<file path="src/rtl/gcd_controller.sv">
// Moore control FSM for the 16-bit subtractive GCD datapath (load, compare, subtract).
// Define GCD_TIMEOUT_EN to add the MAX_ITER timeout and ERR state.
module gcd_controller #(
    parameter int unsigned CNT_W    = 16,
    parameter int unsigned MAX_ITER = 65535
) (
    input  logic             clk,
    input  logic             rst,
    input  logic             start,
    input  logic             gt,
    input  logic             lt,
    input  logic             eq,
    output logic             lda,
    output logic             ldb,
    output logic             sel1,
    output logic             sel2,
    output logic             sin,
    output logic             busy,
    output logic             done,
    output logic             err,
    output logic [CNT_W-1:0] iter_cnt
);

    typedef enum logic [2:0] {
        StIdle,
        StLoadA,
        StLoadB,
        StCompare,
        StSubA,
        StSubB,
`ifdef GCD_TIMEOUT_EN
        StDone,
        StErr
`else
        StDone
`endif
    } state_e;

`ifdef GCD_TIMEOUT_EN
    localparam logic [CNT_W-1:0] MaxIterC = CNT_W'(MAX_ITER);
`endif

    state_e           r_state;
    state_e           w_next;
    logic [6:0]       w_out;
    logic             r_lda, r_ldb, r_sel1, r_sel2, r_sin, r_busy, r_done, r_err;
    logic [CNT_W-1:0] r_iter;
    logic             w_accept;
    logic             w_enter_sub;

    assign w_accept    = (r_state == StIdle) && start;
    assign w_enter_sub = (w_next == StSubA) || (w_next == StSubB);

    always_comb begin
        w_next = r_state;
        unique case (r_state)
            StIdle:    w_next = start ? StLoadA : StIdle;
            StLoadA:   w_next = StLoadB;
            StLoadB:   w_next = StCompare;
            StCompare: begin
                if (eq) begin
                    w_next = StDone;
`ifdef GCD_TIMEOUT_EN
                end else if (r_iter == MaxIterC) begin
                    w_next = StErr;
`endif
                end else if (gt) begin
                    w_next = StSubA;
                end else if (lt) begin
                    w_next = StSubB;
                end else begin
                    w_next = StCompare;
                end
            end
            StSubA:    w_next = StCompare;
            StSubB:    w_next = StCompare;
            StDone:    w_next = StIdle;
`ifdef GCD_TIMEOUT_EN
            StErr:     w_next = StIdle;
`endif
            default:   w_next = StIdle;
        endcase
    end

    // Outputs are decoded from the next state so they register alongside it: {lda,ldb,sel1,sel2,sin,busy,done}
    always_comb begin
        w_out = 7'b0000000;
        unique case (w_next)
            StIdle:    w_out = 7'b0000000;
            StLoadA:   w_out = 7'b1000110;
            StLoadB:   w_out = 7'b0100110;
            StCompare: w_out = 7'b0000010;
            StSubA:    w_out = 7'b1001010;
            StSubB:    w_out = 7'b0110010;
            StDone:    w_out = 7'b0000011;
`ifdef GCD_TIMEOUT_EN
            StErr:     w_out = 7'b0000011;
`endif
            default:   w_out = 7'b0000000;
        endcase
    end

    always_ff @(posedge clk) begin
        if (rst) begin
            r_state <= StIdle;
            r_lda   <= 1'b0;
            r_ldb   <= 1'b0;
            r_sel1  <= 1'b0;
            r_sel2  <= 1'b0;
            r_sin   <= 1'b0;
            r_busy  <= 1'b0;
            r_done  <= 1'b0;
            r_err   <= 1'b0;
            r_iter  <= '0;
        end else begin
            r_state <= w_next;
            {r_lda, r_ldb, r_sel1, r_sel2, r_sin, r_busy, r_done} <= w_out;
            if (w_accept) begin
                r_iter <= '0;
                r_err  <= 1'b0;
            end else begin
                if (w_enter_sub && (r_iter != '1)) begin
                    r_iter <= r_iter + 1'b1;
                end
`ifdef GCD_TIMEOUT_EN
                if (w_next == StErr) begin
                    r_err <= 1'b1;
                end
`endif
            end
        end
    end

    assign lda      = r_lda;
    assign ldb      = r_ldb;
    assign sel1     = r_sel1;
    assign sel2     = r_sel2;
    assign sin      = r_sin;
    assign busy     = r_busy;
    assign done     = r_done;
    assign err      = r_err;
    assign iter_cnt = r_iter;

endmodule
</file>
<file path="config.mk">
export PLATFORM = sky130hd
export DESIGN_NAME = gcd_controller
export DESIGN_NICKNAME = d
export VERILOG_FILES = /design/src/rtl/gcd_controller.sv
export SDC_FILE = /design/constraint.sdc
export NUM_CORES = 1
export LEC_CHECK = 0
export ABC_AREA = 1
export ABC_CLOCK_PERIOD_IN_PS = 2750
export CAP_MARGIN = 20
export CORE_ASPECT_RATIO = 2
export CORE_MARGIN = 4
export CORE_UTILIZATION = 45
export CTS_BUF_LIST = sky130_fd_sc_hd__clkbuf_8 sky130_fd_sc_hd__clkbuf_16
export CTS_CLUSTER_SIZE = 16
export DETAILED_ROUTE_END_ITERATION = 8
export PLACE_DENSITY = 0.8
export SYNTH_ARGS = -nofsm -noshare
export SYNTH_HDL_FRONTEND = slang
export SYNTH_SLANG_ARGS = --single-unit
</file>
<file path="constraint.sdc">
create_clock -name clk -period 2.75 [get_ports clk]
set_clock_uncertainty 0.1 [all_clocks]
set_input_delay 0.4125 -clock clk [delete_from_list [all_inputs] [get_ports clk]]
set_output_delay 0.4125 -clock clk [all_outputs]
set_load 0.01 [all_outputs]
</file>
# After elaboration in Yosys (flattened, before gate mapping)
# Index checks and enable logic that the tools add are counted.
# word_totals
ff_bits	26
inputBits	6
elab_cells	34
# op_classes
add_sub_neg	1
n_eq_ne	12
muxes	6
n_reduce_logical	6
# ops
cell	n
one-hot mux 7 bit (6 select lines)	1
adder 16 x 1 -> 16 bit, second input constant	1
!= test 16 bit, second input constant	1
== test 3 bit, second input constant	5
== test 3 x 2 -> 1 bit, second input constant	4
one-hot mux 3 bit (4 select lines)	1
2-to-1 mux 3 bit	3
== test 3 x 1 -> 1 bit, second input constant	2
zero test 3 bit	1
OR reduction 3 bit	1
logical AND 1 bit	2
OR reduction 2 bit	1
logical OR 1 bit	1
2-to-1 mux 1 bit	1

# Longest topological paths before layout
# logic_depth
word_depth	7
depth_mapped	9
ltp_nobuf	8

# Worst setup path before layout
# Ideal clock, no wire load.
# synth_path
path_kind	reg-to-reg
startpoint	reg r_iter[0], in the netlist iter_cnt[0]
endpoint	reg r_iter[13], in the netlist iter_cnt[13]
setup_time_ps	125
arrival_ps	1519
path_slack_ps	1006
path_stages_with_launch	10
synth_period_minus_slack_ps	1744
path_cell_list	dfxtp_1 ha_1 inv_1 nor2_2 nand2_1 nor2_4 nor2_4 buf_12 nand2_2 a21oi_2
# synth_via
elab_chain_len	2
elab_cells_between_ends	3
cone_classes	add/sub: 1; eq/ne: 1; reduce/logical: 1
# synth_lines
item	line	rtl
start, declared	47	logic [CNT_W-1:0] r_iter;
start signal, assigned	123	r_iter <= r_iter + 1'b1;
branches (longest 2 deep; another with adder 16 x 1 -> 16 bit)	-	
# Parallel ways; which one is timed is not known.
# A chain may end at the register's enable or synchronous reset.

# Worst setup path in the final report
# layout_path
startpoint	reg r_iter[0], in the netlist iter_cnt[0]
endpoint	reg r_iter[1], in the netlist iter_cnt[1]
# The elaborated chain is that of the path after synthesis.

==> results.yml <==
logic_synthesis:
  ys_seq_elements: 26
  synth.area.top_cells: "dfxtp_1 36%, nand2_1 17%, nor2_1 8.3%, a21oi_2 6.0%, nand2_2 5.6%"
  synth.most_common_cell: "nand2_1"
  synth_top_area_cell: "dfxtp_1"
  syn_avg_cell_area_um2: 6.867
  synth_cell_types: 26
  synth_compound_area_frac: 0.1157
  synth_fa_ha_area_frac: 0.008636
  synth_top_flop_cell: "dfxtp_1"
  synth_common_cells: "65 x nand2_1, 32 x nor2_1, 26 x dfxtp_1"
  synth_nets: 218
  synthMuxAreaShare: 0
  synth_enable_flop_cells: 0
  synthArstFlopShare: 0
  synth_area_mm2: 0.001449
  synth_top_family_by_area: "simple AND/OR/NAND/NOR gates"
  synth_top_cell_area_share: 0.3592
  yosys_warnings: 0
  synthCells: 211
  synthSimpleGateAreaFrac: 0.3938
  ys_seq_area_frac: 0.3592
  synth_xor_area_frac: 0.04231
cells_and_area:
  area_growth_pct: 22.02
  multiInputGateArea_um2: 815.8
  stdcell_area_mm2: 0.001768
  final_util: 0.5868
  fill_cells: 281
  nets: 247
  regArea_um2: 520.5
  drive_gt1_frac: 0.1387
  n_antenna_cell: 0
clocking:
  cts_tree: "yes"
  cts.clk_slew.worst_paths_ns: 0.08
  clockRootBuffer: "clkbuf_8"
  htree_levels: 1
  cts.hold.buffers_added: 0
  cts-resized-gates: 0
  cts_setup_buffers: 0
  clock_latency_ns: 0.26
  cts_inserted_buffers: 3
  cts_sinks: 26
  cts_max_path_buffers: 2
detailed_routing:
  drc_errors: 0
  ant_nets: 0
  drt_iter0_drc: 28
  vias: 1389
  dr.pass1.iters: 4
  wire_per_inst_um: 12.04
  viasPerCell: 5.183
  wirelength_um: 3228
setup_path:
  arrival_ns: 1.94
  worst-path-max-fanout: 16
  rr_startpoint: "iter_cnt[0]$_SDFFE_PP0P_"
  crit_chain: "ha_1 > inv_1 > nor2_2 > nand2_1 > nor2_4 > nor2_4 > o21ai_0 > nor2_1"
  r2r_slack_ns: 0.87
  path_class: "reg -> reg"
  cp-end-kind: "register"
  r2r_cells: 8
  crit_top_cell: "nor2_4"
  path_buf_inv: 1
  critical_path_required_ns: 2.81
  regToRegEndpoint: "iter_cnt[1]$_SDFFE_PP0P_"
  startpoint_type: "register"
  cpMaxStageDelayCell: "dfxtp_1"
  path_delay_family: "simple AND/OR/NAND/NOR gates"
  slowest_delay_ns: 0.44
  cp.depth: 8
min_path:
  min_to: "iter_cnt[3]$_SDFFE_PP0P_"
  worst_hold_path_type: "reg -> reg"
  hp-start: "iter_cnt[3]$_SDFFE_PP0P_"
  worstHoldPathCells: 2
die:
  initial_core_util: 0.4809
  design.die.area_mm2: 0.004247
  core_mm2: 0.003013
  ios: 30
  die_y_um: 88.25
  rows: 28
  die_w_um: 48.13
timing:
  setup_viol: 0
  hold_ws_ns: 0.4284
  layout_setup_ws_ns: 0.8708
  min_period_over_period: 0.6834
  fin_crit_ns: 1.879
  maxSlewViolCount: 0
  fmax_ghz: 0.5321
  finalSetupTns_ns: 0
  rsz0062_at_grt: "false"
  finalHoldViolCount: 0
placed_design:
  place.gp.congestion: 0.8706
  dp_slack_ns: 0.6542
  placed_area_mm2: 0.001727
  hpwl_um: 2508
  io_buffers: 28
global_routing:
  antenna_found_initial: 0
  grt_usage: 0.1799
  grt_pass1_wl_um: 5561
  grt_max_degree: 17
  grt_overflow: 0
  grt_pass1_vias: 1378
power:
  power_density_mw_per_mm2: 432.2
  vdd_drop_max_uv: 339.4
  p_leak_nw: 0.6253
job:
  cap_violations: 0
run_status:
  status: "completed"
==> worst register-to-register path: stages, from the launching register on <==
cell and delay [ns]:
dfxtp_1 0.44, ha_1 0.30, inv_1 0.08, nor2_2 0.21, nand2_1 0.15, nor2_4 0.15
nor2_4 0.11, o21ai_0 0.18, nor2_1 0.05
==> metal layers <==
metal	wire, um	vias to the layer above	part of all wire	track usage
li1	-	710	-	-
met1	1207	632	0.37	0.1904
met2	1786	35	0.55	0.3197
met3	104	12	0.032	0.02037
met4	129	0	0.040	0.09804
met5	0	-	0	0
==> through the flow <==
step / instances / power (mW)
finish: 268 / 0.7642
global route: 268 / 0.8054
CTS: 268 / 0.7768
detailed placement: 265 / 0.5684
global placement: 265 / 0.5656
floorplan: 211 / 0.5181
==> area by class of cell <==
class / count / area share
clock buffers: 3 / 0.02335
well taps: 30 / 0.02123
multi-input cells: 163 / 0.4614
repair buffers: 29 / 0.1628
inverters: 17 / 0.03680
flip-flops and latches: 26 / 0.2944
==> sequential cells by signal (all words and copies together) (netlist names) <==
register	count
lda	1
sin	1
iter_cnt	16
sel1	1
ldb	1
r_state	3
sel2	1
done	1
busy	1
==> placed cells by master (no fill, tap or decap), types with 2 or more instances in the layout <==
master and n:
o21ai_0 9, a21oi_2 10, nor2_4 2, nand2_1 65, clkbuf_8 3, clkdlybuf4s50_1 28
xor2_1 3, nor2_1 32, dfxtp_1 26, nand3_1 6, inv_1 16, nand4_1 5
a21oi_1 6, nor2_2 2, xnor2_1 4, nand2_2 13
==> cell families after synthesis <==
group,after synthesis
compound gates,26
flops,26
fa+ha+maj,1
simple gates,128
buf+inv,22
xor+xnor,7
other cells,1
==> power breakdown <==
group / switching, mW / internal [mW] / total [mW]
sequential: 0.0111 / 0.396 / 0.407
combinational: 0.0941 / 0.0564 / 0.150
clock: 0.109 / 0.0980 / 0.206
==> how the worst max path moves through the flow <==
stage                              from                        end
2_1_floorplan  iter_cnt[0]$_SDFFE_PP0P_  iter_cnt[13]$_SDFFE_PP0P_
5_1_grt        iter_cnt[0]$_SDFFE_PP0P_  iter_cnt[15]$_SDFFE_PP0P_
3_3_place_gp                        rst   iter_cnt[7]$_SDFFE_PP0P_
4_1_cts        iter_cnt[0]$_SDFFE_PP0P_   iter_cnt[1]$_SDFFE_PP0P_
6_report       iter_cnt[0]$_SDFFE_PP0P_   iter_cnt[1]$_SDFFE_PP0P_
3_5_place_dp                         gt  iter_cnt[13]$_SDFFE_PP0P_
No activity file was read; power rests on OpenSTA's default activity.
